==> src/rtl/uart_pkg.sv <==
// Shared constants and types for the UART transmit arbiter slice.
package uart_pkg;

  localparam int unsigned BYTE_W          = 8;
  localparam int unsigned CNT_W           = 8;
  localparam int unsigned TIMEOUT_DEFAULT = 16;

  typedef enum logic [1:0] {
    ST_IDLE    = 2'd0,
    ST_REQUEST = 2'd1,
    ST_SEND    = 2'd2
  } arb_state_e;

endpackage

==> src/rtl/uart_rr_pick.sv <==
// Round-robin picker: first requester strictly after `last`, wrapping modulo NUM_REQ.
module uart_rr_pick #(
  parameter int unsigned NUM_REQ = 4,
  parameter int unsigned IW      = $clog2(NUM_REQ)
) (
  input  logic [NUM_REQ-1:0] requests,
  input  logic [IW-1:0]      last,
  output logic [NUM_REQ-1:0] winner,
  output logic [IW-1:0]      index
);

  int unsigned k;
  logic        found;

  always_comb begin
    winner = '0;
    index  = '0;
    found  = 1'b0;
    k      = 0;
    for (int unsigned i = 1; i <= NUM_REQ; i++) begin
      k = (32'(last) + i) % NUM_REQ;
      if (!found && requests[IW'(k)]) begin
        found             = 1'b1;
        winner[IW'(k)]    = 1'b1;
        index             = IW'(k);
      end
    end
  end

endmodule

==> src/rtl/uart_tx_arbiter.sv <==
// Shares one UartTx between NUM_REQ byte requesters with round-robin fairness
// and a write/busy handshake timeout.
module uart_tx_arbiter
  import uart_pkg::*;
#(
  parameter int unsigned NUM_REQ = 4,
  parameter int unsigned TIMEOUT = TIMEOUT_DEFAULT
) (
  input  logic                      clock_i,
  input  logic                      reset_ni,
  input  logic [NUM_REQ-1:0]        req_i,
  input  logic [BYTE_W*NUM_REQ-1:0] data_i,
  output logic [NUM_REQ-1:0]        ack_o,
  output logic [NUM_REQ-1:0]        grant_o,
  output logic                      tx_write_o,
  output logic [BYTE_W-1:0]         tx_data_o,
  input  logic                      tx_busy_i,
  output logic                      busy_o,
  output logic                      err_o
);

  localparam int unsigned IW = $clog2(NUM_REQ);

  arb_state_e         state;
  logic [CNT_W-1:0]   cnt;
  logic [IW-1:0]      last;
  logic [NUM_REQ-1:0] pick_onehot;
  logic [IW-1:0]      pick_idx;
  logic [BYTE_W-1:0]  bytes [NUM_REQ];

  for (genvar g = 0; g < NUM_REQ; g++) begin : g_unpack
    assign bytes[g] = data_i[BYTE_W*g +: BYTE_W];
  end

  uart_rr_pick #(
    .NUM_REQ (NUM_REQ),
    .IW      (IW)
  ) u_pick (
    .requests (req_i),
    .last     (last),
    .winner   (pick_onehot),
    .index    (pick_idx)
  );

  // The pointer moves at grant time, so a timed-out requester is skipped next round.
  always_ff @(posedge clock_i or negedge reset_ni) begin
    if (!reset_ni) begin
      state      <= ST_IDLE;
      cnt        <= '0;
      last       <= IW'(NUM_REQ - 1);
      grant_o    <= '0;
      ack_o      <= '0;
      tx_write_o <= 1'b0;
      tx_data_o  <= 8'h00;
      busy_o     <= 1'b0;
      err_o      <= 1'b0;
    end else begin
      ack_o <= '0;
      err_o <= 1'b0;
      unique case (state)
        ST_IDLE: begin
          if (|req_i && !tx_busy_i) begin
            state      <= ST_REQUEST;
            grant_o    <= pick_onehot;
            ack_o      <= pick_onehot;
            tx_data_o  <= bytes[pick_idx];
            last       <= pick_idx;
            tx_write_o <= 1'b1;
            busy_o     <= 1'b1;
            cnt        <= '0;
          end
        end
        ST_REQUEST: begin
          if (tx_busy_i) begin
            state      <= ST_SEND;
            tx_write_o <= 1'b0;
          end else if (cnt == CNT_W'(TIMEOUT - 1)) begin
            state      <= ST_IDLE;
            err_o      <= 1'b1;
            grant_o    <= '0;
            tx_write_o <= 1'b0;
            busy_o     <= 1'b0;
          end else begin
            cnt <= cnt + CNT_W'(1);
          end
        end
        ST_SEND: begin
          if (!tx_busy_i) begin
            state   <= ST_IDLE;
            grant_o <= '0;
            busy_o  <= 1'b0;
          end
        end
        default: begin
          state      <= ST_IDLE;
          grant_o    <= '0;
          tx_write_o <= 1'b0;
          busy_o     <= 1'b0;
        end
      endcase
    end
  end

endmodule

==> config.mk <==
export PLATFORM = sky130hd
export DESIGN_NAME = uart_tx_arbiter
export DESIGN_NICKNAME = d
export VERILOG_FILES = /design/src/rtl/uart_pkg.sv /design/src/rtl/uart_rr_pick.sv /design/src/rtl/uart_tx_arbiter.sv
export SDC_FILE = /design/constraint.sdc
export NUM_CORES = 1
export LEC_CHECK = 0
export ABC_AREA = 1
export CORE_MARGIN = 5
export CORE_UTILIZATION = 45
export DETAILED_ROUTE_END_ITERATION = 8
export PLACE_DENSITY = 0.76
export RECOVER_POWER = 25
export SYNTH_ARGS = -nofsm -noshare
export SYNTH_HDL_FRONTEND = slang
export SYNTH_SLANG_ARGS = --single-unit
==> constraint.sdc <==
create_clock -name clock_i -period 6.43 [get_ports clock_i]
set_input_delay 1.929 -clock clock_i [delete_from_list [all_inputs] [get_ports clock_i]]
set_output_delay 1.929 -clock clock_i [all_outputs]
set_load 0.01 [all_outputs]
==> reports/qor.log <==
[run_status] run status finished with violations
[run_status] failing checks capacitance limit, slew limit
[synth] arithmetic-cell share of the synthesized area counting full adders, half adders and majority gates 0.0539
[critical_path] launch point of the critical path req_i[2]
[drt] Antenna Nets Post-Route 0
[timing] summed negative setup slack over all endpoints 0 ns
[final_layout] multi-input logic area 1140 um2
[synth] synthesized area 2090 um2
[pwr] worst voltage drop across the vdd grid 261 uV
[timing] setup slack of the critical path after layout 2.31 ns
[final_layout] final std cells w/o fill 384
[global_route] largest net degree at the start of global routing 32
[clock_network] number of clock buffers inserted by TritonCTS 5
[critical_path] sort of element at the start of the critical path input pin
[timing] worst-margin pin slew 1.56 ns
[die] placeable core area 4440 um2
[critical_path] category of the critical setup timing path input pin to flop
[synth] leading area contributor after synthesis sky130_fd_sc_hd__dfrtp_1
[timing] # setup viols final 0
[clock_network] clock tree from TritonCTS done
[pwr] relative contribution of the clock network to total power 0.099
[global_route] global-route wire length before repair 8740 um
[die] floorplan row count 24
[clock_network] total number of H-tree levels 2
[critical_path] worst flop-to-flop path startpoint last[0]$_DFFE_PN1P_
[drt] overall via count from detail_route 1981
[pwr] share of power burned in combinational logic 0.670
[timing] relative slew slack -0.0381
[pwr] total power per unit cell area 526 nW/um2
[critical_path] Crit path top cell by count sky130_fd_sc_hd__inv_1
[synth] Avg Inst Size Synth 7.68 um2
[critical_path] largest stage delay on the critical path 0.72 ns
[clock_network] clock transition at the registers of the reported paths 0.06 ns
[drt] mean routed wirelength per cell 13.0 um
[die] Die Outline Area 6110 um2
[synth] library cell with the highest instance count after synthesis sky130_fd_sc_hd__nand2_1
[synth] Post-synth top cells sky130_fd_sc_hd__nand2_1, sky130_fd_sc_hd__nand3_1, sky130_fd_sc_hd__dfrtp_1
[timing] clock tree skew after final layout 0.00281 ns
[global_route] initial antenna violation count 0
[synth] number of warnings printed during yosys synthesis 0
[pwr] leakage power of the design 0.00135 uW
[pwr] part of the total power dissipated in sequential elements 0.231
[drt] Pre-Repair DR Iteration Count 4
[synth] number of synthesized flops with an enable pin 0
[critical_path] Arr. time, crit path 4.34 ns
[global_route] Remaining Overflow, GRT 0
[pwr] Switching Fraction 0.513
[synth] largest family of logic cells by synthesized area simple AND/OR/NAND/NOR gates
[clock_network] buffers inserted by post-CTS timing repair 0
[clock_network] CTS Root Cell sky130_fd_sc_hd__clkbuf_8
[synth] Mapped Cells 272
[critical_path] kind of end point of the critical path flop
[die] die height 78.1 um
[critical_path] worst path cell trace clkdlybuf4s50_1, inv_1, nand3_1, o21ai_0, nor3_2, inv_1, or2_1, inv_1
[synth] number of distinct library cell variants in the gate-level netlist after synthesis 36
[timing] setup repair after global routing missed its margin no
[placed_design] Placed Cells 376
[critical_path] highest-delay cell along the critical path sky130_fd_sc_hd__nor3_2
[critical_path] Worst EP required 6.65 ns
[hold_path] Hold Path Class flop to flop
[hold_path] start point of the worst hold path tx_data_o[2]$_DFFE_PN0P_
[timing] final hold viol count 0
[timing] final clock period utilization by the worst path 0.641
[final_layout] count of filler cells inserted in the layout 407
[critical_path] worst-path maximum fanout 18
[final_layout] final layout net count 379
[placed_design] post-place setup slack 2.04 ns
[final_layout] utilization after layout 0.620
[synth] flip-flop and latch count after synthesis 31
[synth] Async S/R FF share, synth 1.00
[timing] time the worst path needs with I/O delays and setup 4.12 ns
[global_route] number of global-route vias before repair 2061
[synth] net count after synthesis 320
[drt] overall routed net length 5010 um
[drt] starting DRC count in detailed routing 128
[synth] fraction of post-synthesis cell area in the top cell type by area 0.347
[die] number of primary I/O pins 58
[timing] final-report max-slew violation count 32
[clock_network] hold_buf cts 0
[final_layout] ratio of cells with drive above 1 in the final layout 0.120
[final_layout] post-synthesis to final-layout area growth 32.0%
[synth] sequential cell area fraction in the yosys report 0.372
[synth] xor/xnor share of the synthesized area 0.00419
[synth] share of the synthesized area in compound gates (AO/OA/AOI/OAI) 0.0802
[final_layout] Ant. Diodes 0
[drt] vias per inst 5.16
[flow_run] MaxCap Viol Count 1
[placed_design] routability congestion estimate from global placement 0.867
[clock_network] number of sinks on the clock net 31
[synth] simple-gate share of the synthesized area 0.408
[clock_network] Bufs on Longest Clock Path 2
[global_route] all-layer global routing usage 0.177
[timing] maximum clock frequency 243 MHz
[drt] # DRC 0
[synth] mux contribution to synthesized area 0
[pwr] internal power consumption 705 uW
[placed_design] count of input and output buffers 57
[placed_design] HPWL after detailed placement 3960 um
[clock_network] cells resized by post-CTS repair 0
[die] initial standard-cell utilization of the core 0.470
[synth] leading post-synthesis cells by cell area sky130_fd_sc_hd__dfrtp_1, sky130_fd_sc_hd__nand2_1, sky130_fd_sc_hd__nand3_1
[synth] top flip-flop cell by instance count after synthesis sky130_fd_sc_hd__dfrtp_1
[final_layout] Sequential Area 778 um2
[die] chip width 78.1 um
[pwr] total net switching power 744 uW
[clock_network] insertion delay of the later-clocked pin in the worst-skew pair 0.28 ns
==> flip-flops by register name (all words and copies together) (netlist names) <==
name,count
busy_o,1
state,2
last,2
ack_o,4
tx_write_o,1
tx_data_o,8
grant_o,4
err_o,1
cnt,8
==> worst max-delay path, delay by kind of cell <==
kind	cells	cell delay (ns)
compound gates	1	0.11
simple gates	3	1.17
buf+inv	4	1.13
==> power groups by stage <==
stage               clock network [uW]  logic [uW]  registers [uW]
CTS                                148         979             335
global route                       157        1090             346
floorplan                            0         733             340
finish                             143         972             334
detailed placement                   0         977             336
global placement                     0         959             336
==> logic make-up (layout without fill, tap and decap cells) <==
group | count (synthesis) | count (layout)
AO/OA/AOI/OAI | 30 | 30
XOR/XNOR | 1 | 1
adder cells (fa/ha/maj) | 9 | 9
buffers and inverters | 36 | 96
flip-flops | 31 | 31
AND/OR/NAND/NOR | 165 | 165
==> worst paths after layout <==
path                                             to  slack [ns]  depth (start not counted)
max                              ack_o[1]$_DFF_PN0_        2.31                          8
min                        tx_data_o[2]$_DFFE_PN0P_        0.48                          2
min reg2reg                tx_data_o[2]$_DFFE_PN0P_        0.48                          2
max reg2reg                tx_data_o[3]$_DFFE_PN0P_        3.73                         14
min in group asynchronous        busy_o$_DFFE_PN0P_        2.56                          2
max in group asynchronous        cnt[6]$_DFFE_PN0P_        2.96                          2
==> area by class of cell <==
cell class | count | share of cell area
Clock buffer | 7 | 0.0277
Sequential cell | 31 | 0.282
Inverter | 30 | 0.0426
Multi-Input combinational cell | 205 | 0.414
Tap cell | 52 | 0.0236
Timing Repair Buffer | 58 | 0.208
Clock inverter | 1 | 0.00181
==> through the flow <==
| step | power (uW) | hold slack (ns) | cell area [um2] |
|---|---|---|---|
| finish | 1450 | 0.482 | 2760 |
| global placement | 1290 | 0.464 | 2680 |
| global route | 1590 | 0.507 | 2760 |
| detailed placement | 1310 | 0.468 | 2680 |
| CTS | 1460 | 0.482 | 2760 |
| floorplan | 1070 | 0.456 | 2090 |
==> layer usage <==
| metal | wire length, um | GRT usage | share of wire | vias to the layer above |
|---|---|---|---|---|
| met5 | 0 | 0 | 0 | - |
| met4 | 133 | 0.0822 | 0.027 | 0 |
| met3 | 417 | 0.0641 | 0.083 | 11 |
| met2 | 2360 | 0.301 | 0.47 | 74 |
| met1 | 2090 | 0.197 | 0.42 | 886 |
| li1 | - | - | - | 1010 |
==> cells in the final DEF (no fill, tap or decap), types with 4 or more instances in the layout <==
cell / count
sky130_fd_sc_hd__nand2_2: 13
sky130_fd_sc_hd__nor3_1: 5
sky130_fd_sc_hd__nand2_1: 71
sky130_fd_sc_hd__nand3_1: 47
sky130_fd_sc_hd__o21ai_0: 13
sky130_fd_sc_hd__dfrtp_1: 29
sky130_fd_sc_hd__inv_2: 4
sky130_fd_sc_hd__nor2_1: 8
sky130_fd_sc_hd__a21oi_1: 9
sky130_fd_sc_hd__ha_1: 9
sky130_fd_sc_hd__nand3_2: 4
sky130_fd_sc_hd__clkdlybuf4s50_1: 56
sky130_fd_sc_hd__a22oi_1: 4
sky130_fd_sc_hd__inv_1: 25
sky130_fd_sc_hd__clkbuf_8: 5
No activity file was read; power rests on OpenSTA's default activity.
